[config.mk]
export PLATFORM = sky130hd
export DESIGN_NAME = verify_load_sequencer
export DESIGN_NICKNAME = d
export VERILOG_FILES = /design/src/rtl/vy_seq_pkg.sv /design/src/rtl/vy_stream_fifo.sv /design/src/rtl/verify_load_sequencer.sv
export SDC_FILE = /design/constraint.sdc
export NUM_CORES = 1
export LEC_CHECK = 0
export ABC_AREA = 0
export BUFFER_PORTS_ARGS = -buffer_cell sky130_fd_sc_hd__buf_4
export CAP_MARGIN = 40
export CORE_UTILIZATION = 40
export DETAILED_ROUTE_END_ITERATION = 10
export HOLD_SLACK_MARGIN = 0.06
export PLACE_DENSITY = 0.65
export SETUP_SLACK_MARGIN = 0.2
export SLEW_MARGIN = 20
export SYNTH_ARGS = -nofsm -noshare
export SYNTH_HDL_FRONTEND = slang
export SYNTH_SLANG_ARGS = --single-unit
export TNS_END_PERCENT = 100
[constraint.sdc]
create_clock -name clk -period 5.89 [get_ports clk]
set_input_delay 0.589 -clock clk [delete_from_list [all_inputs] [get_ports clk]]
set_output_delay 0.589 -clock clk [all_outputs]
set_load 0.005 [all_outputs]
[src/rtl/vy_seq_pkg.sv]
// Shared types, section sizes and length helper for the verify load sequencer.
package vy_seq_pkg;

    localparam int unsigned DW = 64;
    localparam int unsigned CW = 14;

    localparam int unsigned Z_L2 = 288;
    localparam int unsigned T_L2 = 160;
    localparam int unsigned H_L2 = 11;
    localparam int unsigned Z_L3 = 400;
    localparam int unsigned T_L3 = 240;
    localparam int unsigned H_L3 = 8;
    localparam int unsigned Z_L5 = 560;
    localparam int unsigned T_L5 = 320;
    localparam int unsigned H_L5 = 11;

    typedef enum logic [1:0] {
        ST_IDLE,
        ST_START,
        ST_STREAM,
        ST_WAIT_RES
    } state_t;

    typedef enum logic [2:0] {
        SEC_RHO,
        SEC_C,
        SEC_Z,
        SEC_T1,
        SEC_MLEN,
        SEC_M,
        SEC_H
    } sec_t;

    // Only levels 2, 3 and 5 have a defined job layout.
    function automatic logic lvl_legal(input logic [2:0] lvl);
        return (lvl == 3'd2) || (lvl == 3'd3) || (lvl == 3'd5);
    endfunction

    // Number of 64-bit words in a section; the message always occupies at least one word.
    function automatic logic [CW-1:0] sec_len(input logic [2:0] lvl, input sec_t sec,
                                              input logic [15:0] mlen);
        logic [16:0] m_words;
        m_words = (17'(mlen) + 17'd7) >> 3;
        sec_len = CW'(1);
        case (sec)
            SEC_RHO, SEC_C: sec_len = CW'(4);
            SEC_Z: begin
                case (lvl)
                    3'd2:    sec_len = CW'(Z_L2);
                    3'd3:    sec_len = CW'(Z_L3);
                    default: sec_len = CW'(Z_L5);
                endcase
            end
            SEC_T1: begin
                case (lvl)
                    3'd2:    sec_len = CW'(T_L2);
                    3'd3:    sec_len = CW'(T_L3);
                    default: sec_len = CW'(T_L5);
                endcase
            end
            SEC_MLEN: sec_len = CW'(1);
            SEC_M:    sec_len = (mlen == 16'd0) ? CW'(1) : CW'(m_words);
            SEC_H: begin
                case (lvl)
                    3'd2:    sec_len = CW'(H_L2);
                    3'd3:    sec_len = CW'(H_L3);
                    default: sec_len = CW'(H_L5);
                endcase
            end
            default: sec_len = CW'(1);
        endcase
    endfunction

endpackage

[src/rtl/vy_stream_fifo.sv]
// Two-entry valid/ready word FIFO; the head register drives the output directly.
module vy_stream_fifo
    import vy_seq_pkg::*;
(
    input  logic          clk,
    input  logic          rst,
    input  logic          in_valid,
    input  logic [DW-1:0] in_data,
    output logic          out_valid,
    output logic [DW-1:0] out_data,
    input  logic          out_ready,
    output logic [1:0]    occ
);

    logic [DW-1:0] mem_q [2];
    logic          rd_ptr_q;
    logic          wr_ptr_q;
    logic [1:0]    cnt_q;
    logic          push;
    logic          pop;

    assign pop       = out_valid && out_ready;
    assign push      = in_valid && ((cnt_q != 2'd2) || pop);
    assign out_valid = (cnt_q != 2'd0);
    assign out_data  = mem_q[rd_ptr_q];
    assign occ       = cnt_q;

    // Storage, pointers and occupancy; push and pop together leave occupancy unchanged.
    always_ff @(posedge clk) begin
        if (!rst) begin
            mem_q[0] <= '0;
            mem_q[1] <= '0;
            rd_ptr_q <= 1'b0;
            wr_ptr_q <= 1'b0;
            cnt_q    <= 2'd0;
        end else begin
            if (push) begin
                mem_q[wr_ptr_q] <= in_data;
                wr_ptr_q        <= ~wr_ptr_q;
            end
            if (pop) begin
                rd_ptr_q <= ~rd_ptr_q;
            end
            case ({push, pop})
                2'b10:   cnt_q <= cnt_q + 2'd1;
                2'b01:   cnt_q <= cnt_q - 2'd1;
                default: cnt_q <= cnt_q;
            endcase
        end
    end

endmodule

[src/rtl/verify_load_sequencer.sv]
// Fetches a packed verify job from word memory and streams it into the core, then captures the result.
module verify_load_sequencer
    import vy_seq_pkg::*;
#(
    parameter int unsigned AW = 14
) (
    input  logic          clk,
    input  logic          rst,
    input  logic          go,
    input  logic [2:0]    sec_lvl,
    input  logic [AW-1:0] base_addr,
    output logic          mem_en,
    output logic [AW-1:0] mem_addr,
    input  logic [63:0]   mem_rdata,
    output logic          core_start,
    output logic [1:0]    core_mode,
    output logic [2:0]    core_sec_lvl,
    output logic          core_valid_i,
    output logic [63:0]   core_data_i,
    input  logic          core_ready_i,
    input  logic          core_valid_o,
    input  logic [63:0]   core_data_o,
    output logic          core_ready_o,
    output logic          busy,
    output logic          done,
    output logic          reject,
    output logic          err
);

    state_t        state_q;
    sec_t          sec_q;
    logic [CW-1:0] word_q;
    logic [AW-1:0] addr_q;
    logic [15:0]   mlen_q;
    logic          issue_done_q;
    logic          mlen_wait_q;
    logic          rd_pend_q;

    logic [1:0]    occ;
    logic [2:0]    committed;
    logic          pop;
    logic          issue_ok;
    logic          last_word;

    // Issue gate: words already committed (queued plus in flight, minus one leaving now) stay within two slots.
    assign pop       = core_valid_i && core_ready_i;
    assign committed = 3'(occ) + 3'(rd_pend_q);
    assign issue_ok  = ((state_q == ST_START) || (state_q == ST_STREAM)) && !issue_done_q
                       && !mlen_wait_q && (committed < (3'd2 + 3'(pop)));
    assign last_word = (word_q == (sec_len(core_sec_lvl, sec_q, mlen_q) - CW'(1)));
    assign mem_en    = issue_ok;
    assign mem_addr  = addr_q;

    vy_stream_fifo u_fifo (
        .clk       (clk),
        .rst       (rst),
        .in_valid  (rd_pend_q),
        .in_data   (mem_rdata),
        .out_valid (core_valid_i),
        .out_data  (core_data_i),
        .out_ready (core_ready_i),
        .occ       (occ)
    );

    // Control FSM together with the issue-side section/word counters.
    always_ff @(posedge clk) begin
        if (!rst) begin
            state_q      <= ST_IDLE;
            sec_q        <= SEC_RHO;
            word_q       <= '0;
            addr_q       <= '0;
            mlen_q       <= '0;
            issue_done_q <= 1'b0;
            mlen_wait_q  <= 1'b0;
            rd_pend_q    <= 1'b0;
            core_start   <= 1'b0;
            core_mode    <= 2'd0;
            core_sec_lvl <= 3'd0;
            core_ready_o <= 1'b0;
            busy         <= 1'b0;
            done         <= 1'b0;
            reject       <= 1'b0;
            err          <= 1'b0;
        end else begin
            core_start <= 1'b0;
            done       <= 1'b0;
            err        <= 1'b0;
            rd_pend_q  <= issue_ok;

            // The mlen word returns one cycle after its read; M depends on it.
            if (mlen_wait_q) begin
                mlen_q      <= mem_rdata[15:0];
                mlen_wait_q <= 1'b0;
            end

            if (issue_ok) begin
                addr_q <= addr_q + AW'(1);
                if (sec_q == SEC_MLEN) begin
                    mlen_wait_q <= 1'b1;
                end
                if (last_word) begin
                    word_q <= '0;
                    if (sec_q == SEC_H) begin
                        issue_done_q <= 1'b1;
                    end else begin
                        sec_q <= sec_t'(3'(sec_q) + 3'd1);
                    end
                end else begin
                    word_q <= word_q + CW'(1);
                end
            end

            case (state_q)
                ST_IDLE: begin
                    if (go) begin
                        if (lvl_legal(sec_lvl)) begin
                            state_q      <= ST_START;
                            busy         <= 1'b1;
                            core_start   <= 1'b1;
                            core_mode    <= 2'd1;
                            core_sec_lvl <= sec_lvl;
                            addr_q       <= base_addr;
                            sec_q        <= SEC_RHO;
                            word_q       <= '0;
                            issue_done_q <= 1'b0;
                            reject       <= 1'b0;
                        end else begin
                            err <= 1'b1;
                        end
                    end
                end
                ST_START: begin
                    state_q <= ST_STREAM;
                end
                ST_STREAM: begin
                    if (issue_done_q && !rd_pend_q && (occ == {1'b0, pop})) begin
                        state_q      <= ST_WAIT_RES;
                        core_ready_o <= 1'b1;
                    end
                end
                ST_WAIT_RES: begin
                    if (core_valid_o && core_ready_o) begin
                        reject       <= (core_data_o == 64'd1);
                        done         <= 1'b1;
                        busy         <= 1'b0;
                        core_mode    <= 2'd0;
                        core_ready_o <= 1'b0;
                        state_q      <= ST_IDLE;
                    end
                end
                default: begin
                    state_q <= ST_IDLE;
                end
            endcase
        end
    end

endmodule

==> results list, run 1 <==
- The flow ran to the end, and the final reports show no timing, DRC or antenna violations.
- For this design the static power due to leakage is 5.019 nW.
- The worst pin sits at a relative slew slack of 0.4994.
- Final max-slew violation count: 0
- Measured along the y axis, the die boundary spans ~160 um.
- Compared with the post-synthesis result, the final layout area differs by 27.87%.
- The wire-length estimate of the detail-placed layout is 16.31 mm.
* Final routed wirelength across all metal layers: 23.39 mm
- VDD IR-drop max: 158.6 uV
* Synthesized area: between 9000 and 10000 sq um
* Number of levels in the clock H-tree: 4
* Critical path capture point type: register
- Part of the power in registers: 0.443
* Worst skew pair latency: 430 ps
- The final layout contains about 1300 nets.
- The longest clock path from root to sink contains 2 buffers.
- Post-synth EDFFs: roughly 130
- For this design the ratio of total power to cell area is approximately 310 nW/um^2.
- Avg Cell Area, Syn: 11.24 sq um
* Wire length of the first global-routing pass: 37.42 mm
* Most used flip-flop cell after synthesis: sky130_fd_sc_hd__edfxtp_1
* Worst-path cell chain: inv_1, ha_1, or2_2, o32a_1, o211ai_2, inv_1, ha_1, o21ai_1, a21oi_2, a22o_1, a21oi_1, o2111ai_1, a2111oi_4, o2111ai_2, o21ai_2, nor2_1
* Synth cell types: 71
- Number of gates given a new drive strength after cts: 0
- After synthesis, the cell types taking the most area are sky130_fd_sc_hd__edfxtp_1 39%, sky130_fd_sc_hd__dfxtp_1 13%, sky130_fd_sc_hd__and2_1 8.8%.
* Gr usage total: 0.1849
- Across all hold checks on the routed design, the worst slack comes to 355.1 ps.
- Sw frac: 0.2821
- Synth Register Bits: just under 200
- Cell internal power was estimated by the tool at 2.816 mW.
- After technology mapping, the gate count stands at 880.
- TritonCTS buffer count: 17
- The final number of hold-violating endpoints came to 0.
* RSZ-0062 raised after global routing: no
- Maximum number of pins on one net before global-route repair: 65
- Worst clock skew: 21.96 ps
- Setup violations remaining at the end of the flow were counted as 0.
- Post-synth ARST share: 0
* Clk slew on worst S/H paths: 80 ps
* Number of antenna violations at the first check in global routing: 0
* Net load switching power: 1.107 mW
- Diodes inserted: 0
- The worst path meets setup with 1607 ps of slack.
- In the final timing run, aggregate negative setup slack is 0 ps.
- Summed over all layers, the global routing overflow is 0.
- Of the post-synthesis cell area, the dominant cell type holds 0.3888.
- The detailed router finished its first iteration with 460 violations.
- The first detailed-routing pass took 5 iterations.
- Yosys synthesis warning count: 0
* Critical path buffers and inverters: 2
* Effective utilization at floorplan: 0.4077
- Count of buffers inserted at the top-level ports: roughly 240
* WL/cell: approximately 16 um
- In the final layout, the share of cells above drive strength 1 is 0.3294.
- The die covers 25350 sq um.
* Max-cap violations: 0
* Slowest CP cell: sky130_fd_sc_hd__dfxtp_1
- Antenna-violating nets left: 0
* Maximum fanout along the worst path: 13
* Gate power share: 0.268
* Via count: 7284
* Sequential share of the synthesized area: 0.5224
- The tightest min-delay check is of the input port to register type.
- CORE AREA: 24250 sq um
- Post-route minimum period: 4283 ps
- Leading area contributor after synthesis: sky130_fd_sc_hd__edfxtp_1
- For this run, the slowest stage of the critical path takes 530 ps.
- Placed Area: 12050 sq um
- From left edge to right edge, the die measures 159.2 um.
- DR DRC count: 0
- The floorplan has 57 rows.
- Derived from the worst setup path, the maximum achievable clock frequency is 233.5 MHz.
* Num ports: 241
- The clock drives 194 sinks.
- Area of all placed cells without fillers: 12640 sq um
- OpenSTA, run right after detailed placement, puts the worst setup slack at around 1600 ps.
* Number of buffers added to fix hold violations after cts: 0
- The cell family contributing the most delay on the critical path is compound AO/OA/AOI/OAI gates.
- Drt via density: 5.065
- STA puts the critical path data arrival time at 4570 ps.
- The number of nets handed over by synthesis was around 1000.
- The number of global-route vias before repair was ~7200.
* Setup Crit Path Kind: register to register
* CTS tree: yes
- Required time of the worst setup path: 6170 ps
- Routability-driven placement finished with a final weighted congestion of 0.8990.
* Setup Fix Bufs, Post-CTS: 0
- The share of total power dissipated in the clock network is 0.289.
- Clock tree root driver cell: sky130_fd_sc_hd__clkbuf_16
- Of the available clock period, the critical path in the final layout requires 0.7272.
* Measured slew at the worst slew-check pin: 750.3 ps
- STA classifies the critical path startpoint as a register.
[flip-flops by register name, summed over array words and instances (netlist names), named ones only]
register         count
core_mode            1
core_ready_o         1
core_sec_lvl         3
core_start           1
done                 1
err                  1
issue_done_q         1
mem_addr            14
mlen_q              16
mlen_wait_q          1
rd_pend_q            1
reject               1
sec_q                3
state_q              2
u_fifo.mem_q       128
u_fifo.occ           2
u_fifo.rd_ptr_q      1
u_fifo.wr_ptr_q      1
word_q              14
[power by group through the flow]
stage	clock network, mW	registers, mW	logic (mW)
after floorplan	0	1.76	0.541
after global placement	0	1.77	1.03
after detailed placement	0	1.77	1.06
final	1.13	1.74	1.05
after global routing	1.21	1.76	1.15
after CTS	1.16	1.74	1.07
[logic make-up after synthesis]
kind of cell	count (synthesis)	synth area share
AND/OR/NAND/NOR	372	0.2130
flip-flops	194	0.5224
AO/OA/AOI/OAI	104	0.08137
multiplexers	84	0.09314
buffers and inverters	59	0.02455
XOR/XNOR	52	0.04746
adder cells (fa/ha/maj)	14	0.01772
other	1	0.0003793
[worst register-to-register path: cells and delay by family (launching register included)]
kind,cells,cell delay (ps)
simple gates,2,450
fa+ha+maj,2,530
compound gates,10,2440
buf+inv,2,200
flops,1,530
[metal layers]
metal  global-route usage  routed length, um
met4              0.04589                204
met1               0.2513              10710
met2               0.3016              11070
met3              0.03751               1400
met5                    0                  0
[layout by cell type (no fill, tap or decap), types with 4 or more instances in the layout]
cell type	n
sky130_fd_sc_hd__buf_4	243
sky130_fd_sc_hd__and2_1	139
sky130_fd_sc_hd__edfxtp_1	128
sky130_fd_sc_hd__dfxtp_1	65
sky130_fd_sc_hd__mux2_2	64
sky130_fd_sc_hd__nand2_1	57
sky130_fd_sc_hd__nor2_1	42
sky130_fd_sc_hd__o21ai_0	26
sky130_fd_sc_hd__xor2_1	26
sky130_fd_sc_hd__xnor2_1	25
sky130_fd_sc_hd__nor2b_1	24
sky130_fd_sc_hd__mux2i_1	20
sky130_fd_sc_hd__nor4_1	18
sky130_fd_sc_hd__clkbuf_16	17
sky130_fd_sc_hd__nand4_1	16
sky130_fd_sc_hd__nand3_1	16
sky130_fd_sc_hd__inv_1	14
sky130_fd_sc_hd__ha_1	14
sky130_fd_sc_hd__nor3_1	13
sky130_fd_sc_hd__and3_1	13
sky130_fd_sc_hd__a21oi_1	12
sky130_fd_sc_hd__o31ai_1	7
sky130_fd_sc_hd__o21a_1	6
sky130_fd_sc_hd__inv_8	6
sky130_fd_sc_hd__clkinv_4	5
sky130_fd_sc_hd__and4_1	4
sky130_fd_sc_hd__nand2b_1	4
sky130_fd_sc_hd__or3_1	4
sky130_fd_sc_hd__o21ai_1	4
[cells in the mapped netlist, types with 5 or more instances]
cell                       instances
sky130_fd_sc_hd__dfxtp_1          66
sky130_fd_sc_hd__and3_1           14
sky130_fd_sc_hd__inv_1            14
sky130_fd_sc_hd__edfxtp_1        128
sky130_fd_sc_hd__nand4_1          16
sky130_fd_sc_hd__xnor2_1          25
sky130_fd_sc_hd__o21a_1            6
sky130_fd_sc_hd__nor3_1           13
sky130_fd_sc_hd__nand2b_1          5
sky130_fd_sc_hd__xor2_1           26
sky130_fd_sc_hd__buf_2             5
sky130_fd_sc_hd__o31ai_1           7
sky130_fd_sc_hd__nand3_1          16
sky130_fd_sc_hd__clkbuf_1         37
sky130_fd_sc_hd__and2_1          139
sky130_fd_sc_hd__mux2_2           64
sky130_fd_sc_hd__mux2i_1          20
sky130_fd_sc_hd__nand2_1          57
sky130_fd_sc_hd__a21oi_1          12
sky130_fd_sc_hd__nor4_1           18
sky130_fd_sc_hd__ha_1             14
sky130_fd_sc_hd__nor2_1           43
sky130_fd_sc_hd__o21ai_0          27
sky130_fd_sc_hd__nor2b_1          24
[area by class of cell]
| cell class | count | area (sq um) |
|---|---|---|
| fillers | 2171 | 11610 |
| flip-flops and latches | 194 | 5166 |
| multi-input cells | 627 | 4507 |
| repair buffers | 248 | 1933 |
| clock buffers | 17 | 425.4 |
| well taps | 324 | 405.4 |
| clock inverters | 14 | 152.6 |
| inverters | 14 | 52.55 |
[metrics by stage]
stage | cells | util | total power [mW]
2_1_floorplan | 880 | - | 2.301
3_3_place_gp | 1402 | 0.4930 | 2.799
3_5_place_dp | 1406 | 0.4971 | 2.835
4_1_cts | 1437 | 0.5209 | 3.976
5_1_grt | 1438 | 0.5214 | 4.121
6_report | 1438 | 0.5214 | 3.923
[worst paths after layout]
| path | startpoint | end | slack [ps] | depth (start not counted) |
|---|---|---|---|---|
| min reg2reg | sec_q[1]$_SDFF_PN0_ | sec_q[1]$_SDFF_PN0_ | 510 | 2 |
| max reg2reg | sec_q[2]$_SDFF_PN0_ | word_q[13]$_SDFF_PN0_ | 1610 | 16 |
| min | base_addr[7] | mem_addr[7]$_SDFF_PN0_ | 360 | 3 |
| max | sec_q[2]$_SDFF_PN0_ | word_q[13]$_SDFF_PN0_ | 1610 | 16 |
(Power assumes the default switching activity.)
==> run 2, diff against run 1 <==
PLACE_DENSITY = unset   (was 0.65)
clock period = 4.25 ns   (was 5.89 ns; I/O delays follow)
==> results list, run 2 (synthesis results as in run 1) <==
- The leakage power of the design was 5.038 nW (+0.37%).
- Leaving out fill and tap cells, the most frequent cell in the layout is sky130_fd_sc_hd__buf_4.
* Net load switching power: 1.555 mW (+41%)
* Slowest CP cell: sky130_fd_sc_hd__a2111oi_4
* Worst clock skew: 16.79 ps (-5.163 ps)
* Path type of the worst min-delay path: input port to register
- The aggregate global routing overflow was 0 (unchanged).
* Critical path capture point type: register
- Gate power share: 0.260 (-0.008)
* Area delta synth->final: 28.32%
- The number of antenna violations at the first check in global routing came to 0 (unchanged).
- Post-placement worst setup slack: 372.2 ps (-1258 ps)
- Count of TritonRoute iterations in the first routing pass: 5 (unchanged)
- The worst ir drop on vdd was 275.3 uV (+74%).
- Number of rows created at floorplan: 57 (unchanged)
* Clk slew on worst S/H paths: 80 ps (about the same)
- The critical path goes through ha_1, ha_1, or2_2, o32a_1, o211ai_2, inv_1, ha_1, o21ai_2, a21oi_2, a22o_1, a21oi_2, o2111ai_2, a2111oi_4, o2111ai_2, or3_1, a21oi_1.
* Total negative slack: 0 ps (unchanged)
* Antenna-violating nets left: 0 (unchanged)
- The root buffer cell chosen for the clock tree is sky130_fd_sc_hd__clkbuf_16.
* Diodes inserted: 0 (unchanged)
- The max-slew violation count came to 0 (unchanged).
- In this run the critical register-to-register path is captured at sec_q[2]$_SDFF_PN0_.
- The weighted congestion reported at the end of routability-driven placement is 0.8793 (-2.2%).
* Final routed wirelength across all metal layers: 23.11 mm (-1.2%)
- Internal: 3.903 mW (+39%)
* Number of gates given a new drive strength after cts: 0 (unchanged)
- Final setup violation count: 0 (unchanged)
- In this run the worst setup path terminates at sec_q[2]$_SDFF_PN0_.
- The share of the core filled with cells in the final layout is 0.5232 (+0.001858).
- CTS tree: yes
* Maximum number of pins on one net before global-route repair: 66 (+1.5%)
- The count of routing violations after the opening detailed-route iteration was 460 (unchanged).
- The half-perimeter wire length after placement came to 16.33 mm (+0.13%).
* RSZ-0062 raised after global routing: no
- The global-route usage over all layers was 0.1835 (-0.001362).
* Die area: 25350 sq um (unchanged)
* Die Span X: 159.2 um (unchanged)
- The proportion of total power due to net switching was 0.2849 (+0.002809).
* Setup Crit Path Kind: register to register
- The most critical setup path has its startpoint at sec_q[0]$_SDFF_PN0_.
- In the layout the commonest cells are 248 x sky130_fd_sc_hd__buf_4, 139 x sky130_fd_sc_hd__and2_1, 128 x sky130_fd_sc_hd__edfxtp_1.
* CORE AREA: 24250 sq um (unchanged)
- The net total in the final layout was 1269 (+0.24%).
- The clock net sink count was 194 (unchanged).
- Max reg flops: 128 (unchanged)
- Slew headroom: 0.4869 (-0.01258)
* Number of levels in the clock H-tree: 4 (unchanged)
- The internal reg-to-reg setup slack is 450 ps (-1150 ps).
- The ratio of final minimum period to clock period came to 0.8933 (+0.1661).
- The number of hold buffers added after cts was 0 (unchanged).
- The actual transition at the worst max-transition pin is 767.9 ps (+17.62 ps).
- The maximum clock rate was 263.4 MHz (+13%).
- Max-cap violations: 0 (unchanged)
* Setup Fix Bufs, Post-CTS: 0 (unchanged)
- Maximum buffer depth of the clock tree: 2 (unchanged)
* Count of buffers inserted at the top-level ports: 239 (unchanged)
- The data arrival time at the worst-slack endpoint was 4140 ps (-430 ps).
- The delay of the slowest cell on the worst path is 380 ps (-150 ps).
* Wire length of the first global-routing pass: 36.86 mm (-1.5%)
* Startpoint Class: register
* Smallest setup slack after layout: 453.4 ps (-1153 ps)
- The number of top-level pins came to 241 (unchanged).
* Drt via density: 5.043 (-0.44%)
- WL/cell: 16.03 um (-1.5%)
* Via count of the first global-routing pass: 7029 (-2.3%)
- The worst register-to-register path begins at sec_q[0]$_SDFF_PN0_.
- Top cell by count, worst path: sky130_fd_sc_hd__ha_1
* Depth of the worst register-to-register path: 16 (unchanged)
- Worst skew pair latency: 440 ps (about the same)
- The flow ran to the end, and the final reports show no timing, DRC or antenna violations.
- Clock power share: 0.295 (+0.006)
* Areal power density over the cells: 430.2 nW/um^2 (+39%)
- Maximum fanout along the worst path: 6 (-7)
* Reg with most FFs: u_fifo.mem_q
- The effective utilization at floorplan came to 0.4077 (unchanged).
* Via count: 7272 (-0.16%)
- Required time of the worst setup path: 4590 ps (-1580 ps)
- TritonCTS buffer count: 17 (unchanged)
- The largest registers in the layout are u_fifo.mem_q: 128 flops, mlen_q: 16 flops.
- The post-layout minimum cycle time is 3797 ps (-486.6 ps).
- Share of cells above drive strength 1: 0.3363 (+0.006871)
- Part of the power in registers: 0.444 (about the same)
* Count of endpoints failing hold in the final timing report: 0 (unchanged)
* DR DRC count: 0 (unchanged)
- The die height was 159.2 um (unchanged).
## run 2: cell types whose count changed in the layout (fill, tap and decap cells not counted), sizes merged
cell	change
clkinv	-1
clkbuf	+1
inv	+1
buf	+3
## run 2: layer usage
| layer | vias to the layer above | routed length (um) | GRT usage |
|---|---|---|---|
| li1 | 3620 | - | - |
| met1 | 3431 | 10860 | 0.2525 |
| met2 | 196 | 10860 | 0.2951 |
| met3 | 25 | 1034 | 0.03438 |
| met4 | 0 | 352 | 0.05201 |
| met5 | - | 0 | 0 |
## run 2: how the worst min path moves through the flow
stage | startpoint | to | slack [ps] | cells past startpoint
after floorplan | issue_done_q$_SDFF_PN0_ | issue_done_q$_SDFF_PN0_ | 460 | 2
after global placement | sec_q[1]$_SDFF_PN0_ | sec_q[1]$_SDFF_PN0_ | 490 | 2
after detailed placement | sec_q[1]$_SDFF_PN0_ | sec_q[1]$_SDFF_PN0_ | 500 | 2
after CTS | base_addr[7] | mem_addr[7]$_SDFF_PN0_ | 170 | 3
after global routing | base_addr[13] | mem_addr[13]$_SDFF_PN0_ | 170 | 3
final | base_addr[8] | mem_addr[8]$_SDFF_PN0_ | 180 | 3
## run 2: area by class of cell
type	instances	area [sq um]
well taps	324	405.4
clock buffers	18	429.2
flip-flops and latches	194	5171
repair buffers	251	1932
fillers	2176	11560
inverters	14	52.55
multi-input cells	627	4527
clock inverters	14	170.2
## run 2: power by group through the flow
stage | Sequential, mW | Clock, mW | Combinational [mW]
6_report | 2.42 | 1.61 | 1.42
5_1_grt | 2.46 | 1.72 | 1.55
4_1_cts | 2.43 | 1.65 | 1.45
3_5_place_dp | 2.47 | 0 | 1.44
3_3_place_gp | 2.47 | 0 | 1.42
2_1_floorplan | 2.43 | 0 | 0.750
## run 2: worst max-delay path: cells and delay by family, from the launching register on
family	cells	cell delay (ps)
compound gates	10	1930
fa+ha+maj	3	690
simple gates	2	680
flops	1	350
buf+inv	1	70
## run 2: stage by stage
stage | total power [mW] | std cells | hold slack, ps | area [sq um]
2_1_floorplan | 3.184 | 880 | 459.3 | 9891
3_3_place_gp | 3.887 | 1407 | 490.3 | 11990
3_5_place_dp | 3.911 | 1410 | 496.4 | 12060
4_1_cts | 5.532 | 1442 | 166.3 | 12660
5_1_grt | 5.739 | 1442 | 171.7 | 12690
6_report | 5.458 | 1442 | 183.9 | 12690
==> run 3, diff against run 2 <==
CORE_UTILIZATION = 54   (was 40)
PLACE_DENSITY = 0.81   (was unset)
==> results list, run 3 (synthesis results as in run 1) <==
- Run status: finished, final reports clean
- Finished Layout Cells: 1346 (-6.7%)
- The switching power total was 1.526 mW (-1.9%).
- Number of rows created at floorplan: 49 (-14%)
- Count of TritonRoute iterations in the first routing pass: 5 (unchanged)
- Slowest CP cell: sky130_fd_sc_hd__dfxtp_2
- Cell family with the largest share of critical-path delay: compound AO/OA/AOI/OAI gates
- Part of the power in registers: 0.443 (about the same)
* Worst Hold Margin: 178.1 ps (-5.817 ps)
- Gate power share: 0.255 (-0.005)
* Setup Fix Bufs, Post-CTS: 0 (unchanged)
- Initial DRC count: 446 (-3.0%)
* WP data arrival: 4240 ps (+100 ps)
* CORE AREA: 17960 sq um (-26%)
- Areal power density over the cells: 439.0 nW/um^2 (+2.0%)
* Cell depth of the worst setup path: 16 (unchanged)
- The via count normalized by instance count was 5.506 (+9.2%).
- Total negative slack: 0 ps (unchanged)
- The number of diodes added for antenna fixing is 0 (unchanged).
- The H-tree depth came to 4 (unchanged).
- The weighted congestion reported at the end of routability-driven placement was 0.8773 (-0.23%).
- The die height came to 137.3 um (-14%).
- The global-route usage over all layers came to 0.2539 (+0.07043).
- Total placed cells including tap cells: 1315 (-6.7%)
- Number of buffers added to fix hold violations after cts: 0 (unchanged)
- Depth of the worst register-to-register path: 16 (unchanged)
- Leaving out fill and tap cells, the most frequent cell in the layout is sky130_fd_sc_hd__buf_4.
- Leak Pwr: 5.045 nW (+0.14%)
- Min-Delay Startpoint: base_addr[12]
- Via count of the first global-routing pass: 7314 (+4.1%)
- Critical path buffers and inverters: 1 (unchanged)
- The area enclosed by the die boundary is 18850 sq um (-26%).
- The ratio of cells with drive above 1 in the final layout is 0.3366 (about the same).
- Number of gates given a new drive strength after cts: 0 (unchanged)
- For hold timing, the worst endpoint is mem_addr[12]$_SDFF_PN0_.
* Final setup violation count: 0 (unchanged)
- The worst setup path is captured at a register.
* WL/cell: 17.57 um (+9.6%)
* Internal: 3.999 mW (+2.5%)
- Required time of the worst setup path: 4600 ps (about the same)
- Measured slew at the worst slew-check pin: 810.5 ps (+42.60 ps)
* Leading cell types in the layout, fill and taps excluded: 248 x sky130_fd_sc_hd__buf_4, 139 x sky130_fd_sc_hd__and2_1, 128 x sky130_fd_sc_hd__edfxtp_1
- Wire length of the first global-routing pass: 36.78 mm (-0.21%)
* Count of buffers inserted at the top-level ports: 239 (unchanged)
* DP HPWL: 16.94 mm (+3.7%)
- TritonCTS buffer count: 17 (unchanged)
* Part of the cycle the worst path needs: 0.9158 (+0.02250)
- The proportion of total power due to net switching came to 0.2762 (-0.008717).
- The net total in the final layout is 1269 (unchanged).
- Maximum fanout along the worst path: 6 (unchanged)
- Final max-slew violation count: 0 (unchanged)
* Clock tree root driver cell: sky130_fd_sc_hd__clkbuf_16
- Max-cap violations: 0 (unchanged)
- DR DRC count: 0 (unchanged)
- The clock net sink count came to 194 (unchanged).
- The number of top-level pins is 241 (unchanged).
* Area delta synth->final: 27.31%
- The final wirelength was 23.65 mm (+2.3%).
- Startpoint Class: register
- Worst r2r dst: sec_q[2]$_SDFF_PN0_
* Die Span X: 137.3 um (-14%)
- The number of antenna-violating nets in the routed design came to 0 (unchanged).
- The clock skew after layout was 8.419 ps (-8.373 ps).
* Pwr Total: 5.525 mW (+1.2%)
* Via count: 7411 (+1.9%)
- TritonCTS built the clock tree.
- The delay of the slowest cell on the worst path was 350 ps (-30 ps).
- Maximum buffer depth of the clock tree: 2 (unchanged)
* Clock power share: 0.302 (+0.007)
* Max reg flops: 128 (unchanged)
* Setup Crit Path Kind: register to register
- The internal reg-to-reg setup slack is 360 ps (-100 ps).
- Cell count of the worst hold path: 3 (unchanged)
- VDD IR-drop max: 298.1 uV (+8.3%)
- Setup repair after global routing left no endpoint under its margin.
- Regs by FF count: u_fifo.mem_q: 128 flops, mlen_q: 16 flops
- Clk slew on worst S/H paths: 70 ps (about the same)
- Traced cell by cell, the critical path runs through ha_1, ha_1, or2_2, o32a_1, o211ai_4, inv_1, ha_1, o21ai_2, a21oi_2, nor3_1, a221oi_2, xor2_1, a2111oi_4, o2111ai_2, or3_1, a21oi_1.
* Count of endpoints failing hold in the final timing report: 0 (unchanged)
* Number of antenna violations at the first check in global routing: 0 (unchanged)
- Slew headroom: 0.4584 (-0.02847)
- Gr ovfl total: 0 (unchanged)
* Max frequency: 256.9 MHz (-2.5%)
* Startpoint of the lowest-slack register-to-register path: sec_q[0]$_SDFF_PN0_
* Maximum number of pins on one net before global-route repair: 65 (-1.5%)
- The worst-skew pair later-pin latency is 440 ps (about the same).
* Reg with most FFs: u_fifo.mem_q
* Effective utilization at floorplan: 0.5504 (+0.1427)
* Top cell by count, worst path: sky130_fd_sc_hd__ha_1
- The path class of the tightest hold or removal check is input port to register.
* Post-route minimum period: 3892 ps (+95.64 ps)
## run 3: changes by cell type in the layout (fill, tap and decap cells not counted), moves of 2 or more
| cell | previous run | this run |
|---|---|---|
| sky130_fd_sc_hd__inv_6 | 7 | 1 |
| sky130_fd_sc_hd__clkinv_8 | 5 | 1 |
| sky130_fd_sc_hd__inv_8 | 1 | 6 |
| sky130_fd_sc_hd__clkinv_4 | 0 | 3 |
| sky130_fd_sc_hd__bufinv_16 | 0 | 2 |
## run 3: how the worst max path moves through the flow
stage,start,to
2_1_floorplan,sec_q[2]$_SDFF_PN0_,word_q[10]$_SDFF_PN0_
3_3_place_gp,sec_q[0]$_SDFF_PN0_,sec_q[2]$_SDFF_PN0_
3_5_place_dp,sec_q[0]$_SDFF_PN0_,sec_q[2]$_SDFF_PN0_
4_1_cts,sec_q[0]$_SDFF_PN0_,sec_q[2]$_SDFF_PN0_
5_1_grt,sec_q[0]$_SDFF_PN0_,sec_q[2]$_SDFF_PN0_
6_report,sec_q[0]$_SDFF_PN0_,sec_q[2]$_SDFF_PN0_
## run 3: area by class of cell
class                      instances  area [sq um]
sequential                       194          5167
fill                            1338          5376
clock buffer                      17         425.4
clock inverter                    14         186.4
multi-input combinational        627          4544
tap                              229         286.5
timing repair buffer             251          1924
inverter                          14         52.55
## run 3: layer usage
metal  routed length (um)  part of all wire  global-route usage
met5                    0                 0                   0
met4                  222            0.0094             0.06288
met3                 1488             0.063             0.05335
met2                11630              0.49              0.4355
met1                10310              0.44              0.3261
## run 3: power groups by stage
stage	registers, mW	logic, mW	clock network (mW)
after floorplan	2.43	0.750	0
after CTS	2.45	1.43	1.68
after detailed placement	2.49	1.41	0
final	2.45	1.41	1.67
after global routing	2.48	1.54	1.75
after global placement	2.48	1.38	0
## run 3: worst reg2reg max path, stage by stage (launching register included)
cell	delay [ps]
sky130_fd_sc_hd__dfxtp_2	350
sky130_fd_sc_hd__ha_1	200
sky130_fd_sc_hd__ha_1	240
sky130_fd_sc_hd__or2_2	330
sky130_fd_sc_hd__o32a_1	340
sky130_fd_sc_hd__o211ai_4	160
sky130_fd_sc_hd__inv_1	80
sky130_fd_sc_hd__ha_1	250
sky130_fd_sc_hd__o21ai_2	110
sky130_fd_sc_hd__a21oi_2	90
sky130_fd_sc_hd__nor3_1	270
sky130_fd_sc_hd__a221oi_2	120
sky130_fd_sc_hd__xor2_1	180
sky130_fd_sc_hd__a2111oi_4	320
sky130_fd_sc_hd__o2111ai_2	250
sky130_fd_sc_hd__or3_1	360
sky130_fd_sc_hd__a21oi_1	160
## run 3: stage by stage
step                worst slack, ps  cell area, sq um  utilization
floorplan                     444.1              9891            -
global placement              349.9             11870       0.6610
detailed placement            262.0             11940       0.6645
CTS                           233.9             12550       0.6985
global route                  155.4             12590       0.7007
finish                        357.7             12590       0.7007
